==> config.mk <==
export PLATFORM = sky130hd
export DESIGN_NAME = debounce_bank_flat
export DESIGN_NICKNAME = d
export VERILOG_FILES = /design/src/rtl/debounce_bank_if.sv /design/src/rtl/debounce_bank.sv /design/src/flat_wrapper.sv
export SDC_FILE = /design/constraint.sdc
export NUM_CORES = 1
export LEC_CHECK = 0
export ABC_AREA = 1
export CORE_MARGIN = 5
export CORE_UTILIZATION = 35
export DETAILED_ROUTE_END_ITERATION = 12
export GPL_ROUTABILITY_DRIVEN = 0
export HOLD_SLACK_MARGIN = 0.06
export SLEW_MARGIN = 10
export SYNTH_ARGS = -nofsm -noshare
export SYNTH_HDL_FRONTEND = slang
export SYNTH_SLANG_ARGS = --single-unit
==> constraint.sdc <==
create_clock -name clk -period 2.1 [get_ports clk]
set_clock_uncertainty 0.15 [all_clocks]
set_input_delay 0.42 -clock clk [delete_from_list [all_inputs] [get_ports clk]]
set_output_delay 0.42 -clock clk [all_outputs]
set_load 0.02 [all_outputs]
==> src/rtl/debounce_bank_if.sv <==
// ---------------------------------------------------------------------------
// debounce_bank_if
// Bundles the per-channel signals of the debouncer bank. The clock and reset
// are not part of this bundle and stay as plain ports on debounce_bank.
//
// Parameters:
//   CHANNELS  number of independent input channels
//
// Signals (all CHANNELS bits wide):
//   d     raw asynchronous inputs (board pins)
//   q     debounced level
//   rise  one-cycle strobe, q[i] went 0->1
//   fall  one-cycle strobe, q[i] went 1->0
//   rpt   one-cycle auto-repeat strobe while a channel is held
//
// Modports:
//   master  the side that drives the pins and consumes the debounced results
//   slave   the debouncer itself
// ---------------------------------------------------------------------------
interface debounce_bank_if #(
    parameter int CHANNELS = 4
) ();

    logic [CHANNELS-1:0] d;
    logic [CHANNELS-1:0] q;
    logic [CHANNELS-1:0] rise;
    logic [CHANNELS-1:0] fall;
    logic [CHANNELS-1:0] rpt;

    modport master (
        output d,
        input  q,
        input  rise,
        input  fall,
        input  rpt
    );

    modport slave (
        input  d,
        output q,
        output rise,
        output fall,
        output rpt
    );

endinterface

==> src/rtl/debounce_bank.sv <==
// ---------------------------------------------------------------------------
// debounce_bank
// Multi-channel counter-based debouncer for the keypad/button inputs of the
// digital lock. Each channel passes its raw pin through a 2-flop synchroniser
// and only accepts a new level after STABLE_CYCLES consecutive synchronised
// samples that differ from the current debounced level. Registered one-cycle
// rise/fall strobes accompany every accepted change. Channels are fully
// independent of each other.
//
// Optional feature (compile-time macro DEBOUNCE_REPEAT_EN):
//   When defined, a per-channel repeat counter produces an rpt pulse
//   REPEAT_DELAY cycles after a rise strobe, and then every REPEAT_PERIOD
//   cycles while the channel stays pressed. When undefined, no repeat logic
//   exists and rpt is constant 0.
//
// Parameters:
//   CHANNELS       number of channels (>=1)
//   STABLE_CYCLES  consecutive differing samples needed to accept a change (>=1)
//   IDLE_LEVEL     reset value of every synchroniser flop and q bit
//   REPEAT_DELAY   cycles from rise to first rpt (repeat build only)
//   REPEAT_PERIOD  cycles between later rpt pulses (repeat build only)
//
// Ports:
//   clk    rising-edge system clock
//   rst_n  asynchronous active-low reset
//   bus    debounce_bank_if.slave: d in; q, rise, fall, rpt out
// ---------------------------------------------------------------------------
module debounce_bank #(
    parameter int   CHANNELS      = 4,
    parameter int   STABLE_CYCLES = 100000,
    parameter logic IDLE_LEVEL    = 1'b0,
    parameter int   REPEAT_DELAY  = 50000000,
    parameter int   REPEAT_PERIOD = 10000000
) (
    input  logic                  clk,
    input  logic                  rst_n,
    debounce_bank_if.slave        bus
);

    localparam int            CW       = $clog2(STABLE_CYCLES + 1);
    localparam logic [CW-1:0] CNT_LAST = CW'(STABLE_CYCLES - 1);
    localparam logic [CW-1:0] CNT_ONE  = CW'(1'b1);

    logic [CHANNELS-1:0] s1_r;
    logic [CHANNELS-1:0] s2_r;
    logic [CHANNELS-1:0] q_r;
    logic [CHANNELS-1:0] rise_r;
    logic [CHANNELS-1:0] fall_r;
    logic [CW-1:0]       cnt_r     [CHANNELS];
    logic [CW-1:0]       cnt_nxt_s [CHANNELS];
    logic [CHANNELS-1:0] accept_s;

    // Stability counters: count samples that disagree with q, restart on any agreeing sample.
    always_comb begin
        accept_s = '0;
        for (int i = 0; i < CHANNELS; i++) begin
            cnt_nxt_s[i] = '0;
            if (s2_r[i] != q_r[i]) begin
                if (cnt_r[i] == CNT_LAST) begin
                    // Last required sample: take the new level, counter restarts.
                    accept_s[i]  = 1'b1;
                    cnt_nxt_s[i] = '0;
                end else begin
                    cnt_nxt_s[i] = cnt_r[i] + CNT_ONE;
                end
            end else begin
                cnt_nxt_s[i] = '0;
            end
        end
    end

    // Synchroniser, debounced level, strobes and counters.
    always_ff @(posedge clk or negedge rst_n) begin
        if (!rst_n) begin
            s1_r   <= {CHANNELS{IDLE_LEVEL}};
            s2_r   <= {CHANNELS{IDLE_LEVEL}};
            q_r    <= {CHANNELS{IDLE_LEVEL}};
            rise_r <= '0;
            fall_r <= '0;
            for (int i = 0; i < CHANNELS; i++) begin
                cnt_r[i] <= '0;
            end
        end else begin
            s1_r   <= bus.d;
            s2_r   <= s1_r;
            // An accepted channel always has s2 != q, so toggling q loads s2.
            q_r    <= q_r ^ accept_s;
            rise_r <= accept_s & s2_r;
            fall_r <= accept_s & ~s2_r;
            for (int i = 0; i < CHANNELS; i++) begin
                cnt_r[i] <= cnt_nxt_s[i];
            end
        end
    end

    assign bus.q    = q_r;
    assign bus.rise = rise_r;
    assign bus.fall = fall_r;

`ifdef DEBOUNCE_REPEAT_EN
    localparam int            RMAX        = (REPEAT_DELAY > REPEAT_PERIOD) ? REPEAT_DELAY
                                                                           : REPEAT_PERIOD;
    localparam int            RW          = $clog2(RMAX + 1);
    localparam logic [RW-1:0] DELAY_LAST  = RW'(REPEAT_DELAY - 1);
    localparam logic [RW-1:0] PERIOD_LAST = RW'(REPEAT_PERIOD - 1);
    localparam logic [RW-1:0] RCNT_ONE    = RW'(1'b1);

    logic [RW-1:0]       rcnt_r       [CHANNELS];
    logic [RW-1:0]       rcnt_nxt_s   [CHANNELS];
    logic [CHANNELS-1:0] rphase_r;
    logic [CHANNELS-1:0] rphase_nxt_s;
    logic [CHANNELS-1:0] rpt_r;
    logic [CHANNELS-1:0] rpt_nxt_s;

    // Repeat timing: rphase selects initial delay (0) or steady period (1).
    always_comb begin
        rpt_nxt_s    = '0;
        rphase_nxt_s = rphase_r;
        for (int i = 0; i < CHANNELS; i++) begin
            rcnt_nxt_s[i] = rcnt_r[i];
            // Clearing on any accepted change keeps rpt off the rise and fall cycles.
            if (accept_s[i] || !q_r[i]) begin
                rcnt_nxt_s[i]   = '0;
                rphase_nxt_s[i] = 1'b0;
            end else if (rcnt_r[i] == (rphase_r[i] ? PERIOD_LAST : DELAY_LAST)) begin
                rpt_nxt_s[i]    = 1'b1;
                rcnt_nxt_s[i]   = '0;
                rphase_nxt_s[i] = 1'b1;
            end else begin
                rcnt_nxt_s[i] = rcnt_r[i] + RCNT_ONE;
            end
        end
    end

    // Repeat counter, phase and strobe registers.
    always_ff @(posedge clk or negedge rst_n) begin
        if (!rst_n) begin
            rphase_r <= '0;
            rpt_r    <= '0;
            for (int i = 0; i < CHANNELS; i++) begin
                rcnt_r[i] <= '0;
            end
        end else begin
            rphase_r <= rphase_nxt_s;
            rpt_r    <= rpt_nxt_s;
            for (int i = 0; i < CHANNELS; i++) begin
                rcnt_r[i] <= rcnt_nxt_s[i];
            end
        end
    end

    assign bus.rpt = rpt_r;
`else
    // Repeat timing parameters have no meaning without the repeat logic.
    localparam int unused_repeat_cfg = REPEAT_DELAY + REPEAT_PERIOD;

    assign bus.rpt = '0;
`endif

endmodule

==> src/flat_wrapper.sv <==
// flat-port wrapper written by rule: the top's interface ports become plain ports
module debounce_bank_flat 
#(
    parameter int   CHANNELS      = 4,
    parameter int   STABLE_CYCLES = 100000,
    parameter logic IDLE_LEVEL    = 1'b0,
    parameter int   REPEAT_DELAY  = 50000000,
    parameter int   REPEAT_PERIOD = 10000000
)
  (clk, rst_n, bus_d, bus_q, bus_rise, bus_fall, bus_rpt);
  debounce_bank_if #(.CHANNELS(CHANNELS)) bus_i ();
  input  logic clk;
  input  logic rst_n;
  input wire logic [$bits(bus_i.d)-1:0] bus_d;
  output wire logic [$bits(bus_i.q)-1:0] bus_q;
  output wire logic [$bits(bus_i.rise)-1:0] bus_rise;
  output wire logic [$bits(bus_i.fall)-1:0] bus_fall;
  output wire logic [$bits(bus_i.rpt)-1:0] bus_rpt;
  assign bus_i.d = bus_d;
  assign bus_q = bus_i.q;
  assign bus_rise = bus_i.rise;
  assign bus_fall = bus_i.fall;
  assign bus_rpt = bus_i.rpt;
  debounce_bank #(.CHANNELS(CHANNELS), .STABLE_CYCLES(STABLE_CYCLES), .IDLE_LEVEL(IDLE_LEVEL), .REPEAT_DELAY(REPEAT_DELAY), .REPEAT_PERIOD(REPEAT_PERIOD)) u_core (.clk(clk), .rst_n(rst_n), .bus(bus_i));
endmodule
## Word level (Yosys, flattened, before mapping)

Cells that the tools add are included.
W data, S select, Z words.

- Input bits: 6
- Register bits after elaboration: 88
- Output and inout port bits: 16
- Word-level logic and storage cells: 41

- Mux-type cells: 16
- Equal/unequal tests: 8
- Bitwise gates (word level): 4
- Add/subtract/negate cells: 4

Operators by type and width:

| cell | number |
|---|---|
| $mux W17 | 8 |
| $add A17 B1 Y17 const B | 4 |
| $eq A17 B17 Y1 const B | 4 |
| $and A4 B4 Y4 | 2 |
| $mux W1 | 8 |
| $ne A1 B1 Y1 | 4 |
| $not A4 Y4 | 1 |
| $xor A4 B4 Y4 | 1 |

## Longest topological paths before layout

Gate-level depths: netlist (run 1).

- Depth in word-level cells: 4
- Depth in mapped cells: 9

## Worst setup path after synthesis (run 1)

OpenSTA, ideal clock, no wires.

- Path kind: reg2reg
- Start: reg u_core.cnt_r[0] (netlist name)
- End: reg u_core.cnt_r[10] (netlist name)
- Buffers on the path: 1
- Slack: 0.650 ns
- Setup time: 0.071 ns
- Cell stages (with the launch flop): 10
- Required time: 1.879 ns
- Arrival time: 1.228 ns
- Cell sequence: dfrtp_1 > ha_1 > nand2_1 > inv_2 > nand2_1 > nor2_4 > nand2_4 > nand2_4 > buf_6 > nor2_1

RTL lines:

| what | RTL line | source |
|---|---|---|
| start, declared | debounce_bank.sv:49 | `logic [CW-1:0] cnt_r [CHANNELS];` |
| start signal, assigned by index | debounce_bank.sv:91 | `cnt_r[i] <= cnt_nxt_s[i];` |

==> results.py, run 1 <==
metrics = {
    "route": {
        "dr.pass1.iters": 4,
        "viasPerCell": 4.54,
        "drt_iter0_drc": 168,
        "antenna_left": 0,
        "wl_per_cell_um": 11.1,
        "wl_um": 8780,
        "route.detailed.drc": 0,
        "vias": 3598,
    },
    "die": {
        "start_util": 0.360,
        "io_pins": 22,
        "fp.coreArea_um2": 12700,
        "dieWidth_um": 124,
        "rows": 41,
        "fp.dieArea_um2": 15500,
        "die_h_um": 124,
    },
    "clock_network": {
        "clkTransAtPathRegs_ns": 0.06,
        "clk_latency_ns": 0.33,
        "clock-root-buffer": "clkbuf_16",
        "cts.sinks": 88,
        "cts_tree": "built",
        "htree_levels": 3,
        "clock_path_buffers": 2,
        "cts_buffers": 9,
        "cts_setup_buffers": 0,
    },
    "critical_path": {
        "cp.arrival_ns": 1.38,
        "cp_data_required_time_ns": 1.53,
        "end_kind": "primary output",
        "worstSetupPathType": "reg2out",
        "start_kind": "flip-flop",
        "rr_worst_depth": 8,
        "r2r-start": "u_core.cnt_r[51]$_DFF_PN0_",
        "crit_cells": 1,
        "r2r-end": "u_core.cnt_r[61]$_DFF_PN0_",
        "cpPeakStageDelay_ns": 0.63,
        "r2r_slack_ns": 0.49,
        "crit_fanout": 5,
        "endpoint": "bus_q[0]",
        "crit_family": "buffers and inverters",
        "crit_buf_inv": 1,
        "crit_chain": "clkdlybuf4s50_1",
        "cpMaxStageDelayCell": "clkdlybuf4s50_1",
    },
    "run": {
        "maxCapViolCount": 0,
    },
    "logic_synthesis": {
        "synth_top_family_by_area": "simple AND/OR/NAND/NOR gates",
        "synthCells": 586,
        "synthTopCellsByArea": "dfrtp_1, nand2_1, nor2_1",
        "synth_adder_area_share": 0.0109,
        "yosysSeqAreaShare": 0.481,
        "synthMuxAreaShare": 0,
        "synth-seq-cells": 88,
        "avgSynthCellArea_um2": 7.82,
        "post-synth-top-area-fraction": 0.481,
        "synth_area_leader_cell": "dfrtp_1",
        "yosysWarnings": 0,
        "synth_compound_area_frac": 0.0300,
        "yosysUniqueCellTypes": 28,
        "syn_area_um2": 4580,
        "synth-xor-area-share": 0.0363,
        "synth-simple-area-share": 0.375,
    },
    "layout": {
        "final_area_um2": 5340,
        "seq_area_um2": 2200,
        "multiInputGateArea_um2": 2090,
        "num-fill-cells": 1285,
        "utilization": 0.419,
        "nets": 626,
        "syn_to_final_growth_pct": 16.5,
        "fin_cells": 793,
        "n_antenna_cell": 0,
        "drive_gt1_frac": 0.118,
    },
    "timing": {
        "min_period_ns": 1.95,
        "fin_setup_tns_ns": 0,
        "slew_violations": 0,
        "rsz0062_at_grt": "false",
        "finalSetupViolCount": 0,
        "hold_violations": 0,
        "timing.fmax_ghz": 0.514,
        "setup_slack_ns": 0.154,
        "finalCritPeriodShare": 0.927,
    },
    "global_routing": {
        "grt_pass1_wl_um": 15500,
        "grt_start_max_net_pins": 37,
        "antenna_found_initial": 0,
        "track_usage": 0.119,
        "grt_overflow_total": 0,
        "grt_pass1_vias": 3436,
    },
    "status": {
        "status": "finished, final reports clean",
    },
    "power_and_ir_drop": {
        "leakage_nw": 2.27,
        "pwr_density_cell_nw_per_um2": 719,
        "vdd_drop_max_mv": 0.420,
    },
    "placement": {
        "place_ws_ns": 0.479,
        "io_buffers": 17,
        "placed_cell_area_um2": 4960,
        "dp_hpwl_um": 6480,
        "place_inst": 776,
    },
    "worst_hold_path": {
        "hold_path_class": "reg2reg",
    },
}
-- logic make-up after synthesis --
kind of cell / after synthesis
buffers and inverters: 70
AO/OA/AOI/OAI: 25
other: 1
AND/OR/NAND/NOR: 379
XOR/XNOR: 19
adder cells (fa/ha/maj): 4
flip-flops: 88
-- flip-flops by register name, indices dropped and copies added, names as in the netlist, named ones only --
register	count
u_core.bus.fall	4
u_core.bus.rise	4
u_core.s2_r	4
u_core.s1_r	4
u_core.cnt_r	68
-- area by class of cell --
cell class | instances | share of cell area
timing repair buffer | 22 | 0.0413
tap | 172 | 0.0403
clock inverter | 5 | 0.0239
multi-input combinational | 431 | 0.391
sequential | 88 | 0.413
clock buffer | 11 | 0.0455
inverter | 64 | 0.0450
-- cell usage in the layout, fill, tap and decap left out, types with 3 or more instances in the layout --
| cell type | n |
|---|---|
| nand2_1 | 142 |
| nor2_1 | 135 |
| dfrtp_1 | 88 |
| inv_1 | 58 |
| nand3_1 | 30 |
| nor2_2 | 20 |
| clkdlybuf4s50_1 | 16 |
| xor2_1 | 15 |
| nand4_1 | 14 |
| nand2_2 | 10 |
| o21ai_1 | 9 |
| clkbuf_16 | 9 |
| inv_2 | 6 |
| nor2_4 | 6 |
| nand2_4 | 6 |
| nor3_1 | 6 |
| o21ai_0 | 6 |
| o21bai_1 | 5 |
| a21oi_1 | 5 |
| nor3_2 | 4 |
| xnor2_1 | 4 |
| ha_1 | 4 |
| conb_1 | 4 |
| bufinv_16 | 4 |
| buf_4 | 4 |
| nor3b_1 | 3 |
-- synth_stat cells --
library cell	count
xor2_1	15
nand2_2	10
nor3_2	4
nor2_1	135
buf_6	1
o21ai_1	9
nand4_1	14
buf_4	4
inv_2	6
or2_1	1
ha_1	4
conb_1	1
nand2_4	6
nor3b_1	3
nand3b_1	1
a21oi_1	5
xnor2_1	4
nand4_2	1
dfrtp_1	88
nand3_1	30
nor2_2	20
o21ai_0	6
buf_12	1
nor2_4	6
o21bai_1	5
nand2_1	142
nor3_1	6
inv_1	58
-- where the power goes --
part	internal (mW)	leakage (nW)	switching [mW]	total (mW)
Sequential	1.72	1.20	0.0234	1.74
Clock	1.32	0.176	0.643	1.96
Combinational	0.0413	0.895	0.0936	0.135
Total	3.08	2.27	0.760	3.84
-- metal layers --
layer  global-route usage  vias up  wire length (um)
li1                     -     1881                 -
met1                0.154     1664              4310
met2                0.196       49              4140
met3               0.0296        4               262
met4               0.0348        0                72
met5                    0        -                 0
-- metrics by stage --
stage | hold WS [ns] | total power [mW]
after floorplan | -0.0256 | 1.85
after global placement | 0.181 | 1.91
after detailed placement | 0.186 | 1.91
after CTS | 0.200 | 3.90
after global routing | 0.211 | 3.99
final | 0.197 | 3.84
-- worst min-delay path by stage --
stage,start,to,slack [ns],cells after the start
CTS,u_core.s1_r[0]$_DFF_PN0_,u_core.s2_r[0]$_DFF_PN0_,0.20,0
global route,u_core.s1_r[2]$_DFF_PN0_,u_core.s2_r[2]$_DFF_PN0_,0.21,0
finish,u_core.s1_r[0]$_DFF_PN0_,u_core.s2_r[0]$_DFF_PN0_,0.20,0
floorplan,rst_n,async pin,-0.03,0
global placement,u_core.s1_r[0]$_DFF_PN0_,u_core.s2_r[0]$_DFF_PN0_,0.18,0
detailed placement,u_core.s1_r[0]$_DFF_PN0_,u_core.s2_r[0]$_DFF_PN0_,0.19,0
-- timing repair --
item / CTS / global route
hold buffers: 1 / 0
hold endpoints to repair: 22 / 0
gates resized for setup: 0 / 0
(Power assumes the default switching activity.)
==> run 2, diff against run 1 <==
- CAP_MARGIN: default -> 25
==> results of run 2 <==
Final layout, timing and power as in run 1 (identical DEF).
==> run 3, diff against run 2 <==
- CORE_MARGIN: 5 -> default
==> run 3 against run 2 <==
  * First-iteration DRC count rose by 23%
  * Cell count decreased by 0.13%
  * Combinational power hardly changed
  * Fmax fell by 0.58%
  * Final area down 1.2%
  * Flip-flop and latch count is the same
  * Sequential share of layout area rose by 0.50 points
  * Routed wire length decreased by 2.6%
  * Critical path type unchanged
  * Critical endpoint unchanged
  * Largest cell class unchanged
  * Highest routed layer unchanged
==> results.py, run 3 (synthesized netlist as in run 1, its figures left out) <==
metrics = {
    "die": {
        "rows": 41,
        "dieWidth_um": 116,
        "fp.dieArea_um2": 13500,
        "die_h_um": 116,
        "io_pins": 22,
        "fp.coreArea_um2": 12700,
        "start_util": 0.362,
    },
    "power_and_ir_drop": {
        "leakage_nw": 2.24,
        "vdd_drop_max_mv": 0.368,
        "pwr_density_cell_nw_per_um2": 681,
    },
    "critical_path": {
        "crit_chain": "clkdlybuf4s50_1",
        "cp.arrival_ns": 1.39,
        "cpPeakStageDelay_ns": 0.63,
        "crit_fanout": 5,
        "worstSetupPathType": "reg2out",
        "cp_data_required_time_ns": 1.53,
        "crit_buf_inv": 1,
        "end_kind": "primary output",
        "crit_family": "buffers and inverters",
        "start_kind": "flip-flop",
        "cpMaxStageDelayCell": "clkdlybuf4s50_1",
    },
    "global_routing": {
        "grt_overflow_total": 0,
        "grt_start_max_net_pins": 42,
        "grt_pass1_wl_um": 15200,
        "antenna_found_initial": 0,
        "track_usage": 0.144,
        "grt_pass1_vias": 3423,
    },
    "placement": {
        "place_inst": 775,
        "io_buffers": 17,
        "dp_hpwl_um": 6130,
    },
    "layout": {
        "nets": 625,
        "drive_gt1_frac": 0.115,
        "syn_to_final_growth_pct": 15.1,
        "mostFrequentLayoutCells": "nand2_1, nor2_1, dfrtp_1",
        "largest_register_ffs": 68,
        "fin_cells": 792,
        "n_antenna_cell": 0,
        "final_common_cell": "nand2_1",
        "top_register": "u_core.cnt_r",
        "utilization": 0.416,
    },
    "clock_network": {
        "cts.sinks": 88,
        "clkTransAtPathRegs_ns": 0.06,
        "clock-root-buffer": "clkbuf_16",
        "clk_latency_ns": 0.35,
        "cts_buffers": 9,
        "clock_path_buffers": 2,
        "cts_tree": "built",
        "htree_levels": 3,
    },
    "timing": {
        "hold_violations": 0,
        "finalSetupViolCount": 0,
        "rsz0062_at_grt": "false",
        "slew_violations": 0,
        "min_period_ns": 1.96,
        "fin_setup_tns_ns": 0,
        "finalCritPeriodShare": 0.932,
        "timing.fmax_ghz": 0.511,
    },
    "run": {
        "maxCapViolCount": 0,
    },
    "route": {
        "wl_um": 8550,
        "wl_per_cell_um": 10.8,
        "route.detailed.drc": 0,
        "viasPerCell": 4.51,
        "drt_iter0_drc": 206,
        "dr.pass1.iters": 5,
        "antenna_left": 0,
        "vias": 3568,
    },
    "worst_hold_path": {
        "hold_path_class": "reg2reg",
    },
    "status": {
        "status": "finished, final reports clean",
    },
}
run 3: cell count changes in the layout (fill, tap and decap cells not counted):
cell / previous run / this run
clkbuf_8: 1 / 0
bufinv_16: 4 / 2
clkbuf_1: 1 / 2
clkinv_4: 0 / 1
buf_4: 4 / 3
clkinv_2: 0 / 1
run 3: path summary, 6_finish.rpt:
path,start,end,slack [ns],cells past startpoint
min in group asynchronous,rst_n,u_core.cnt_r[42]$_DFF_PN0_,0.41,2
hold reg to reg,u_core.s1_r[0]$_DFF_PN0_,u_core.s2_r[0]$_DFF_PN0_,0.20,0
hold / removal,u_core.s1_r[0]$_DFF_PN0_,u_core.s2_r[0]$_DFF_PN0_,0.20,0
setup / recovery,flip-flop,bus_q[0],0.14,1
setup reg to reg,u_core.cnt_r[51]$_DFF_PN0_,u_core.cnt_r[60]$_DFF_PN0_,0.51,8
max in group asynchronous,rst_n,u_core.cnt_r[55]$_DFF_PN0_,0.80,3
run 3: layer usage:
metal,up-vias,share of wire,global-route usage
li1,1862,-,-
met1,1663,0.48,0.181
met2,32,0.47,0.235
met3,11,0.022,0.0265
met4,0,0.022,0.0786
met5,-,0,0
run 3: area by class of cell:
cell class | instances | area, um2
fill | 1255 | 7400
sequential | 88 | 2200
multi-input combinational | 431 | 2090
inverter | 64 | 240
clock buffer | 11 | 233
tap | 172 | 215
timing repair buffer | 21 | 213
clock inverter | 5 | 81.3
run 3: metrics by stage:
step	hold slack [ns]	power [mW]	area (um2)	setup WS, ns
final	0.196	3.59	5270	0.143
after global routing	0.210	3.73	5270	0.103
after CTS	0.201	3.65	5270	0.126
after global placement	0.186	1.91	4950	0.518
after detailed placement	0.186	1.91	4950	0.498
after floorplan	-0.0256	1.85	4590	0.650
run 3: power by group:
part	leakage, nW	switching (mW)	internal (mW)
sequential	1.20	0.0231	1.72
clock	0.150	0.672	1.04
combinational	0.890	0.0923	0.0397
run 3: repair_timing:
action,4_1_cts,5_1_grt
hold buffers,1,0
setup buffers,0,0
endpoints found under the setup margin,0,0
resized for setup,0,0
endpoints found under the hold margin,30,0
==> variant (config.mk and constraints of run 3) <==
`STABLE_CYCLES` is set to 100000 in 2 places; all go to 50000.
--- a/src/rtl/debounce_bank.sv
+++ b/src/rtl/debounce_bank.sv
@@ -28,5 +28,5 @@
 module debounce_bank #(
     parameter int   CHANNELS      = 4,
-    parameter int   STABLE_CYCLES = 100000,
+    parameter int   STABLE_CYCLES = 50000,
     parameter logic IDLE_LEVEL    = 1'b0,
     parameter int   REPEAT_DELAY  = 50000000,
--- a/src/flat_wrapper.sv
+++ b/src/flat_wrapper.sv
@@ -3,5 +3,5 @@
 #(
     parameter int   CHANNELS      = 4,
-    parameter int   STABLE_CYCLES = 100000,
+    parameter int   STABLE_CYCLES = 50000,
     parameter logic IDLE_LEVEL    = 1'b0,
     parameter int   REPEAT_DELAY  = 50000000,
Check against the original RTL: same outputs for any inputs over 10 cycles, from zero or initial values and one cycle with rst_n low; that may be too few to reach the edited logic, so the function may still have changed.
==> variant against run 3 <==
The run now ends with DRC left; non-clock buffer count down 1; area after synthesis fell by 8.4%; sequential share of layout area up 1.4 points; clock power is 5% lower; design area down 7.7%; via count decreased by 6.7%; sequential cell count decreased by 4; first-iteration DRC count fell by 37%; routed wire length down 5.7%; setup slack improved by 25 ps; total power down 4.8%.
==> variant: results (changes against run 3) <==
- Status: finished with violations
- Failing checks: DRC
- Leakage: 0.00225 uW (+0.52%)
- CTS Buffer Depth: 2 (unchanged)
- Largest stage delay on the critical path: 620 ps
- Pin count of the biggest net entering global routing: 41 (-2.4%)
- DRT Pass-1 Iters: 8 (+3)
- Reg-to-Reg End: u_core.cnt_r[36]
- Slew @ Worst Pin: 525 ps
- Worst Hold Launch: u_core.s1_r[2]
- Sequential share of the synthesized area: 50.1% (+2.0 points)
- Vias per std cell: 4.67 (+3.6%)
- Total Wirelength: 8050 um (-5.7%)
- Layout filler cell count: 1123 (-11%)
- Layout cells sized above 1: 5.09% (-6.4 points)
- Post-Place Cells: 698 (-9.9%)
- Netlist cell types: 24 (-14%)
- Initial DRC count: 130 (-37%)
- Vias: 3329 (-6.7%)
- Reg2reg setup slack: 490 ps (-20 ps)
- Util after Layout: 42.1% (+0.46 points)
- R2r worst-path depth: 6 (-2)
- Mapped Cells: 537 (-8.4%)
- Max stage delay cell, worst path: clkdlybuf4s50_1
- Number of remaining DRC errors: 2 (+2)
- Worst r2r src: u_core.cnt_r[32]
- Top reg by flops: u_core.cnt_r
- Synth area leaders: dfrtp_1 (50%), nor2_1 (13%), nand2_1 (9.5%)
- WHS Endpoint: u_core.s2_r[2]
- DP HPWL: 5770 um (-5.9%)
- First-pass GRT wire length: 14500 um (-4.4%)
- Max FFs per register: 64 (-5.9%)
- Total GRT Usage: 14.6% (+0.21 points)
- Final nets: 577 (-7.7%)
- Placed instance area: 0.00455 mm^2 (-8.0%)
- Number of I/O port buffers: 17 (unchanged)
- Post-synth top cells: nor2_1 (148), nand2_1 (106), dfrtp_1 (84)
- Peak supply drop: 344 uV (-6.4%)
- CTS H-tree lvls: 3 (unchanged)
- Arrival time of the worst setup path: 1360 ps (-30 ps)
-- variant: changes by cell type after synthesis, sizes merged, moves of 2 or more --
cell / change
nor2: -11
nor3: -5
xnor2: +6
buf: -2
nand4: -7
nand3: +23
o21bai: +2
nand2: -47
a31oi: +6
dfrtp: -4
o21ai: -10
-- variant: timing repair --
| action | 4_1_cts | 5_1_grt |
|---|---|---|
| endpoints found under the setup margin | 0 | 0 |
| hold endpoints to repair | 38 | 0 |
| hold buffers | 1 | 0 |
-- variant: worst max path at each step --
stage | end | depth (start not counted) | from | slack [ps]
floorplan | u_core.cnt_r[8] | 6 | u_core.cnt_r[0] | 690
global placement | bus_q[2] | 1 | flop | 540
detailed placement | u_core.cnt_r[56] | 6 | u_core.cnt_r[48] | 490
CTS | bus_q[2] | 1 | flop | 160
global route | bus_q[3] | 1 | flop | 120
finish | bus_q[3] | 1 | flop | 170
-- variant: cells by family (layout without fill, tap and decap cells) --
family	count (synthesis)	count (layout)	share of synthesized area (%)
AO/OA/AOI/OAI	23	23	3.34
flip-flops	84	84	50.1
other	1	4	0.0894
buffers and inverters	68	98	6.44
AND/OR/NAND/NOR	331	331	33.4
adder cells (fa/ha/maj)	4	4	1.19
XOR/XNOR	26	26	5.43
-- variant: routing by layer --
metal,track usage (%),wire (um),vias up
met5,0,0,-
met4,6.40,141,0
met3,3.65,257,10
met2,24.6,3780,39
met1,17.8,3880,1553
li1,-,-,1727
-- variant: cell type report --
cell class                      count  share of cell area [%]
Clock buffer                        9                    4.63
Multi-Input combinational cell    388                    37.7
Timing Repair Buffer               20                    4.22
Tap cell                          143                    3.68
Inverter                           64                    4.94
Clock inverter                      5                    1.62
Sequential cell                    84                    43.2
-- variant: where the power goes --
group          switching, uW  internal (uW)
Combinational           84.9           38.3
Clock                    607           1020
Sequential              20.9           1650
Total                    713           2710
-- variant: per-stage QoR --
step	total power [uW]	hold WS (ps)	setup slack (ps)
4_1_cts	3480	201	160
6_report	3420	196	168
3_3_place_gp	1820	182	540
2_1_floorplan	1760	-25.6	688
3_5_place_dp	1820	188	491
5_1_grt	3560	201	118
